**src/rtl/arb_pkg.sv**
```systemverilog
// rtl/arb_pkg.sv - shared types and default widths for the cache/pmem arbiter
//
// Purpose : FSM state and client enums plus the default address/line widths
//           used by cache_pmem_arbiter and arb_select.
// Ports   : none (package).
package arb_pkg;

    localparam int ARB_ADDR_W = 32;
    localparam int ARB_LINE_W = 256;

    typedef enum logic [1:0] {
        IDLE    = 2'd0,
        SERVE_I = 2'd1,
        SERVE_D = 2'd2,
        RESP    = 2'd3
    } arb_state_e;

    typedef enum logic {
        CLI_I = 1'b0,
        CLI_D = 1'b1
    } arb_client_e;

endpackage

```
**src/rtl/arb_select.sv**
```systemverilog
// rtl/arb_select.sv - combinational grant selection between I-cache and D-cache
//
// Purpose : picks which pending cache request is launched next.
//           Default build: D-cache has fixed priority over I-cache.
//           With ARB_ROUND_ROBIN_EN defined: on a tie the client that was not
//           granted last wins; a lone request is always granted.
// Ports   : i_req       in   I-cache request pending
//           d_req       in   D-cache request pending
//           last_grant  in   most recent grant (only used with ARB_ROUND_ROBIN_EN)
//           grant_valid out  at least one request pending
//           grant       out  selected client (meaningful when grant_valid)
module arb_select
    import arb_pkg::*;
(
    input  logic        i_req,
    input  logic        d_req,
    input  arb_client_e last_grant,
    output logic        grant_valid,
    output arb_client_e grant
);

    always_comb begin
        grant_valid = i_req | d_req;
        grant       = CLI_D;
`ifdef ARB_ROUND_ROBIN_EN
        if (i_req && d_req) begin
            grant = (last_grant == CLI_I) ? CLI_D : CLI_I;
        end else if (i_req) begin
            grant = CLI_I;
        end
`else
        if (!d_req) begin
            grant = CLI_I;
        end
`endif
    end

`ifndef ARB_ROUND_ROBIN_EN
    // Fixed priority never looks at the history input.
    logic unused_last_grant;
    assign unused_last_grant = last_grant;
`endif

endmodule

```
**src/rtl/cache_pmem_arbiter.sv**
```systemverilog
// rtl/cache_pmem_arbiter.sv - shares one pmem port between the I-cache and D-cache
//
// Purpose : serializes I-cache line reads and D-cache line reads/writebacks onto
//           a single physical-memory port, one transaction at a time, and routes
//           the response back to its owner as a 1-cycle resp pulse.
//           Optional macro ARB_ROUND_ROBIN_EN: alternate grants on contention
//           (last_grant flop); otherwise fixed D>I priority.
// Ports   : clk, rst (async, active-high)
//           i_pmem_read/address         in   I-cache request
//           i_pmem_resp/rdata           out  I-cache completion and line
//           d_pmem_read/write/address/wdata in D-cache request
//           d_pmem_resp/rdata           out  D-cache completion and line
//           pmem_read/write/address/wdata out memory request (registered)
//           pmem_resp/rdata             in   memory completion and line
module cache_pmem_arbiter
    import arb_pkg::*;
#(
    parameter int ADDR_W = ARB_ADDR_W,
    parameter int LINE_W = ARB_LINE_W
) (
    input  logic              clk,
    input  logic              rst,
    input  logic              i_pmem_read,
    input  logic [ADDR_W-1:0] i_pmem_address,
    output logic              i_pmem_resp,
    output logic [LINE_W-1:0] i_pmem_rdata,
    input  logic              d_pmem_read,
    input  logic              d_pmem_write,
    input  logic [ADDR_W-1:0] d_pmem_address,
    input  logic [LINE_W-1:0] d_pmem_wdata,
    output logic              d_pmem_resp,
    output logic [LINE_W-1:0] d_pmem_rdata,
    output logic              pmem_read,
    output logic              pmem_write,
    output logic [ADDR_W-1:0] pmem_address,
    output logic [LINE_W-1:0] pmem_wdata,
    input  logic              pmem_resp,
    input  logic [LINE_W-1:0] pmem_rdata
);

    arb_state_e        state_q, state_d;
    logic              pmem_read_q, pmem_read_d;
    logic              pmem_write_q, pmem_write_d;
    logic [ADDR_W-1:0] pmem_address_q, pmem_address_d;
    logic [LINE_W-1:0] pmem_wdata_q, pmem_wdata_d;
    logic              i_resp_q, i_resp_d;
    logic              d_resp_q, d_resp_d;
    logic [LINE_W-1:0] i_rdata_q, i_rdata_d;
    logic [LINE_W-1:0] d_rdata_q, d_rdata_d;

    logic              d_req;
    logic              grant_valid;
    arb_client_e       grant;
    arb_client_e       last_grant;

    assign d_req = d_pmem_read | d_pmem_write;

`ifdef ARB_ROUND_ROBIN_EN
    arb_client_e last_grant_q, last_grant_d;

    always_ff @(posedge clk or posedge rst) begin
        if (rst) begin
            last_grant_q <= CLI_I;
        end else begin
            last_grant_q <= last_grant_d;
        end
    end

    assign last_grant = last_grant_q;
`else
    assign last_grant = CLI_I;
`endif

    arb_select u_select (
        .i_req       (i_pmem_read),
        .d_req       (d_req),
        .last_grant  (last_grant),
        .grant_valid (grant_valid),
        .grant       (grant)
    );

    always_ff @(posedge clk or posedge rst) begin
        if (rst) begin
            state_q        <= IDLE;
            pmem_read_q    <= 1'b0;
            pmem_write_q   <= 1'b0;
            pmem_address_q <= '0;
            pmem_wdata_q   <= '0;
            i_resp_q       <= 1'b0;
            d_resp_q       <= 1'b0;
            i_rdata_q      <= '0;
            d_rdata_q      <= '0;
        end else begin
            state_q        <= state_d;
            pmem_read_q    <= pmem_read_d;
            pmem_write_q   <= pmem_write_d;
            pmem_address_q <= pmem_address_d;
            pmem_wdata_q   <= pmem_wdata_d;
            i_resp_q       <= i_resp_d;
            d_resp_q       <= d_resp_d;
            i_rdata_q      <= i_rdata_d;
            d_rdata_q      <= d_rdata_d;
        end
    end

    always_comb begin
        state_d        = state_q;
        pmem_read_d    = pmem_read_q;
        pmem_write_d   = pmem_write_q;
        pmem_address_d = pmem_address_q;
        pmem_wdata_d   = pmem_wdata_q;
        i_rdata_d      = i_rdata_q;
        d_rdata_d      = d_rdata_q;
        // resp pulses only in the cycle right after the completing edge
        i_resp_d       = 1'b0;
        d_resp_d       = 1'b0;
`ifdef ARB_ROUND_ROBIN_EN
        last_grant_d   = last_grant_q;
`endif
        case (state_q)
            IDLE: begin
                if (grant_valid) begin
                    if (grant == CLI_D) begin
                        pmem_address_d = d_pmem_address;
                        pmem_wdata_d   = d_pmem_wdata;
                        // an illegal read+write request is treated as a writeback
                        pmem_read_d    = ~d_pmem_write;
                        pmem_write_d   = d_pmem_write;
                        state_d        = SERVE_D;
                    end else begin
                        pmem_address_d = i_pmem_address;
                        pmem_wdata_d   = '0;
                        pmem_read_d    = 1'b1;
                        pmem_write_d   = 1'b0;
                        state_d        = SERVE_I;
                    end
`ifdef ARB_ROUND_ROBIN_EN
                    last_grant_d = grant;
`endif
                end
            end
            SERVE_I: begin
                if (pmem_resp) begin
                    pmem_read_d  = 1'b0;
                    pmem_write_d = 1'b0;
                    i_rdata_d    = pmem_rdata;
                    i_resp_d     = 1'b1;
                    state_d      = RESP;
                end
            end
            SERVE_D: begin
                if (pmem_resp) begin
                    pmem_read_d  = 1'b0;
                    pmem_write_d = 1'b0;
                    d_rdata_d    = pmem_rdata;
                    d_resp_d     = 1'b1;
                    state_d      = RESP;
                end
            end
            RESP: begin
                // owner drops its request at this edge, so nothing is re-granted
                state_d = IDLE;
            end
            default: begin
                state_d = IDLE;
            end
        endcase
    end

    assign pmem_read    = pmem_read_q;
    assign pmem_write   = pmem_write_q;
    assign pmem_address = pmem_address_q;
    assign pmem_wdata   = pmem_wdata_q;
    assign i_pmem_resp  = i_resp_q;
    assign d_pmem_resp  = d_resp_q;
    assign i_pmem_rdata = i_rdata_q;
    assign d_pmem_rdata = d_rdata_q;

    a_d_rw_exclusive: assert property (@(posedge clk) disable iff (rst)
        !(d_pmem_read && d_pmem_write));

endmodule

```
**config.mk**
```make
export PLATFORM = sky130hd
export DESIGN_NAME = cache_pmem_arbiter
export DESIGN_NICKNAME = d
export VERILOG_FILES = /design/src/rtl/arb_pkg.sv /design/src/rtl/arb_select.sv /design/src/rtl/cache_pmem_arbiter.sv
export SDC_FILE = /design/constraint.sdc
export NUM_CORES = 1
export LEC_CHECK = 0
export BUFFER_PORTS_ARGS = -buffer_cell sky130_fd_sc_hd__buf_2
export CAP_MARGIN = 25
export CORE_AREA = 8 8 536 538
export DETAILED_ROUTE_END_ITERATION = 6
export DIE_AREA = 0 0 544 546
export PLACE_DENSITY = 0.35
export SETUP_SLACK_MARGIN = 0.2
export SYNTH_ARGS = -nofsm -noshare
export SYNTH_HDL_FRONTEND = slang
export SYNTH_SLANG_ARGS = --single-unit
```
**constraint.sdc**
```tcl
create_clock -name clk -period 68.3 [get_ports clk]
set_clock_uncertainty 0.15 [all_clocks]
set_input_delay 10.245 -clock clk [delete_from_list [all_inputs] [get_ports clk]]
set_output_delay 10.245 -clock clk [all_outputs]
set_load 0.01 [all_outputs]
```
==> run metrics <==
grt ovf=0; yosys warns=0; Pwr per Cell Area=53.04 nW/um2; Port Buffer Count=1,385; num ports=1,386; PnR worst setup slack=53.15 ns; GPL Wtd Cong=0.9459; min cycle time layout=15.15 ns; CTS H-tree lvls=3; worst path arrival time=15.78 ns; Rows=194; Area Overhead vs Synth=48.85%; Lkg Pwr=20.67 nW; DR iter-0 viols=1,093; via count of the routed design=22,730; Final Hold Viols=0; count leader, synth=dfrtp_1; Num CTS Buffers=105; hold buffers post-CTS=0; sequential area share after synthesis=67.65%; clk sinks=806; Slew headroom=28.85%; final slew viol count=0; final WL=194.9 mm; Die Wd=544 um; CTS tree=done; post_cts resized=0; crit end category=asynchronous set/reset pin; Synth area leader=dfrtp_1; TritonRoute pass-1 iters=5; Net Count, Synth=2,406; list of most frequent post-synthesis cells=dfrtp_1 (806), mux2_2 (513), a22o_1 (256); RSZ-0062 raised after global routing=no; Post-CTS Setup Bufs=0; fraction of final layout cells with drive strength greater than 1=63.69%; Setup TNS=0 ns; Gate power share=40.7%; ANT nets after route=0; Critical Path RT=68.93 ns; Worst Path Max Fanout=105; Core Area=278,400 um2; Die Ht=546 um; VDD IR-drop max=0.01749 mV; Pint=1.437 mW; CP Class=input port to asynchronous set/reset pin; Clock Latency Late Sink=0.83 ns; Synth top area share=67.65%; Max Cap Violations=0; sequential group share of total power=35.9%; Area contributors post-synth=dfrtp_1 (68%), mux2_2 (19%), a22o_1 (7.5%); worst slack, placed=52.03 ns; dpl hpwl=163.6 mm; Max Fclk=66.00 MHz; syn_area_per_cell=16.38 um2; worst-margin pin slew=1.067 ns; Clock Tree Root=clkbuf_16; Reg clk slew, reported paths=0.06 ns; Layout Nets=3,808; number of synthesized flops with an enable pin=0; total die area=297,000 um2; register bit total from synthesis=806; largest net degree at the start of global routing=110; Yosys cell types=23; Critical Path Source Type=input port; Tcrit/Tclk final=22.19%; first-pass GRT wire length=250.6 mm; clk buf depth=4; DRC=0; Cell Area, Synth=29,810 um2; Net Sw Frac=38.96%; Switch Pwr=0.9171 mW; GRT Total Usage=12.50%; Avg WL per Cell=27.69 um; worst min path class=flop to flop; initial antenna violation count=165; Initial Util=10.71%; status=finished, final reports clean; Final setup viols=0; ys flop type=dfrtp_1; Post-synth ARST share=100.0%; via-per-instance ratio=3.229; vias in the first global route=23,910; Post-Synthesis Cells=1,820; clock share of power=23.5%
## metrics by stage
stage          instance area [um2]  utilization [%]  total power, mW  hold slack [ns]  std cells
3_3_place_gp                 40880            14.68            1.841           0.3186       6837
4_1_cts                      44310            15.91            2.420           0.3354       7020
5_1_grt                      44350            15.93            2.503           0.3521       7028
2_1_floorplan                29810                -            1.295           0.3576       1820
6_report                     44380            15.94            2.354           0.3326       7038
3_5_place_dp                 40910            14.69            1.847           0.3216       6838
## cell families (layout without fill, tap and decap cells)
| logic type | count (synthesis) | count (layout) | share of synthesized area [%] |
|---|---|---|---|
| buf+inv | 129 | 1606 | 2.795 |
| other cells | 0 | 17 | 0 |
| compound gates | 295 | 295 | 8.301 |
| simple gates | 37 | 37 | 0.4994 |
| fa+ha+maj | 4 | 4 | 0.1679 |
| mux | 549 | 549 | 20.59 |
| flops | 806 | 806 | 67.65 |
## power groups by stage
| stage | combinational, mW | clock [mW] | sequential [mW] |
|---|---|---|---|
| after floorplan | 0.352 | 0 | 0.943 |
| after global placement | 0.991 | 0 | 0.850 |
| after detailed placement | 0.995 | 0 | 0.852 |
| after CTS | 0.995 | 0.578 | 0.848 |
| after global routing | 1.03 | 0.595 | 0.877 |
| final | 0.957 | 0.552 | 0.845 |
## placed cells by master, fill, tap and decap left out, drive strengths merged, types with 2 or more instances in the layout
master    synthesis  final
a22o            256    256
buf             119   1417
bufinv            0      5
clkbuf            3    150
clkinv            0     18
clkinvlp          0      4
dfrtp           806    806
diode             0     17
ha                4      4
inv               7     12
mux2            513    513
mux2i            36     36
nand2            34     34
nor2              2      2
o21ai            32     32
o2bb2ai           2      2
## registers in the layout, summed over array words and instances, names as in the netlist
name	cells
pmem_address	32
pmem_read	1
i_pmem_resp	1
pmem_wdata	256
pmem_write	1
state_q	2
d_pmem_rdata	256
i_pmem_rdata	256
d_pmem_resp	1
## metal layers
layer	share of wire, %	vias to the layer above	track usage, %
met5	0.35	-	0
met2	48	1312	21.57
li1	-	9537	-
met4	2.8	104	2.879
met3	16	397	8.598
met1	33	11380	12.28
## critical path: stages
cell	delay, ns
buf_2	0.13
inv_8	0.51
buf_4	0.76
buf_4	0.73
buf_4	0.73
buf_4	0.77
buf_4	0.74
buf_4	0.77
## worst paths after layout
path / start / to / cells after the start / slack (ns)
min reg2reg: pmem_address[26] / pmem_address[26] / 2 / 0.33
max in group clk: d_pmem_write / pmem_address[13] / 7 / 55.16
max reg2reg: state_q[0] / pmem_address[13] / 8 / 64.11
min in group asynchronous: rst / d_pmem_rdata[66] / 2 / 9.48
max: rst / d_pmem_rdata[186] / 8 / 53.15
min: pmem_address[26] / pmem_address[26] / 2 / 0.33
## layout make-up
class,instances,area [um2]
inverters,7,46.29
repair buffers,1417,7224
clock inverters,32,344.1
well taps,3724,4659
flip-flops and latches,806,20170
clock buffers,150,3059
diodes,17,42.54
fillers,31120,234000
multi-input cells,885,8833
No activity file was read; power rests on OpenSTA's default activity.
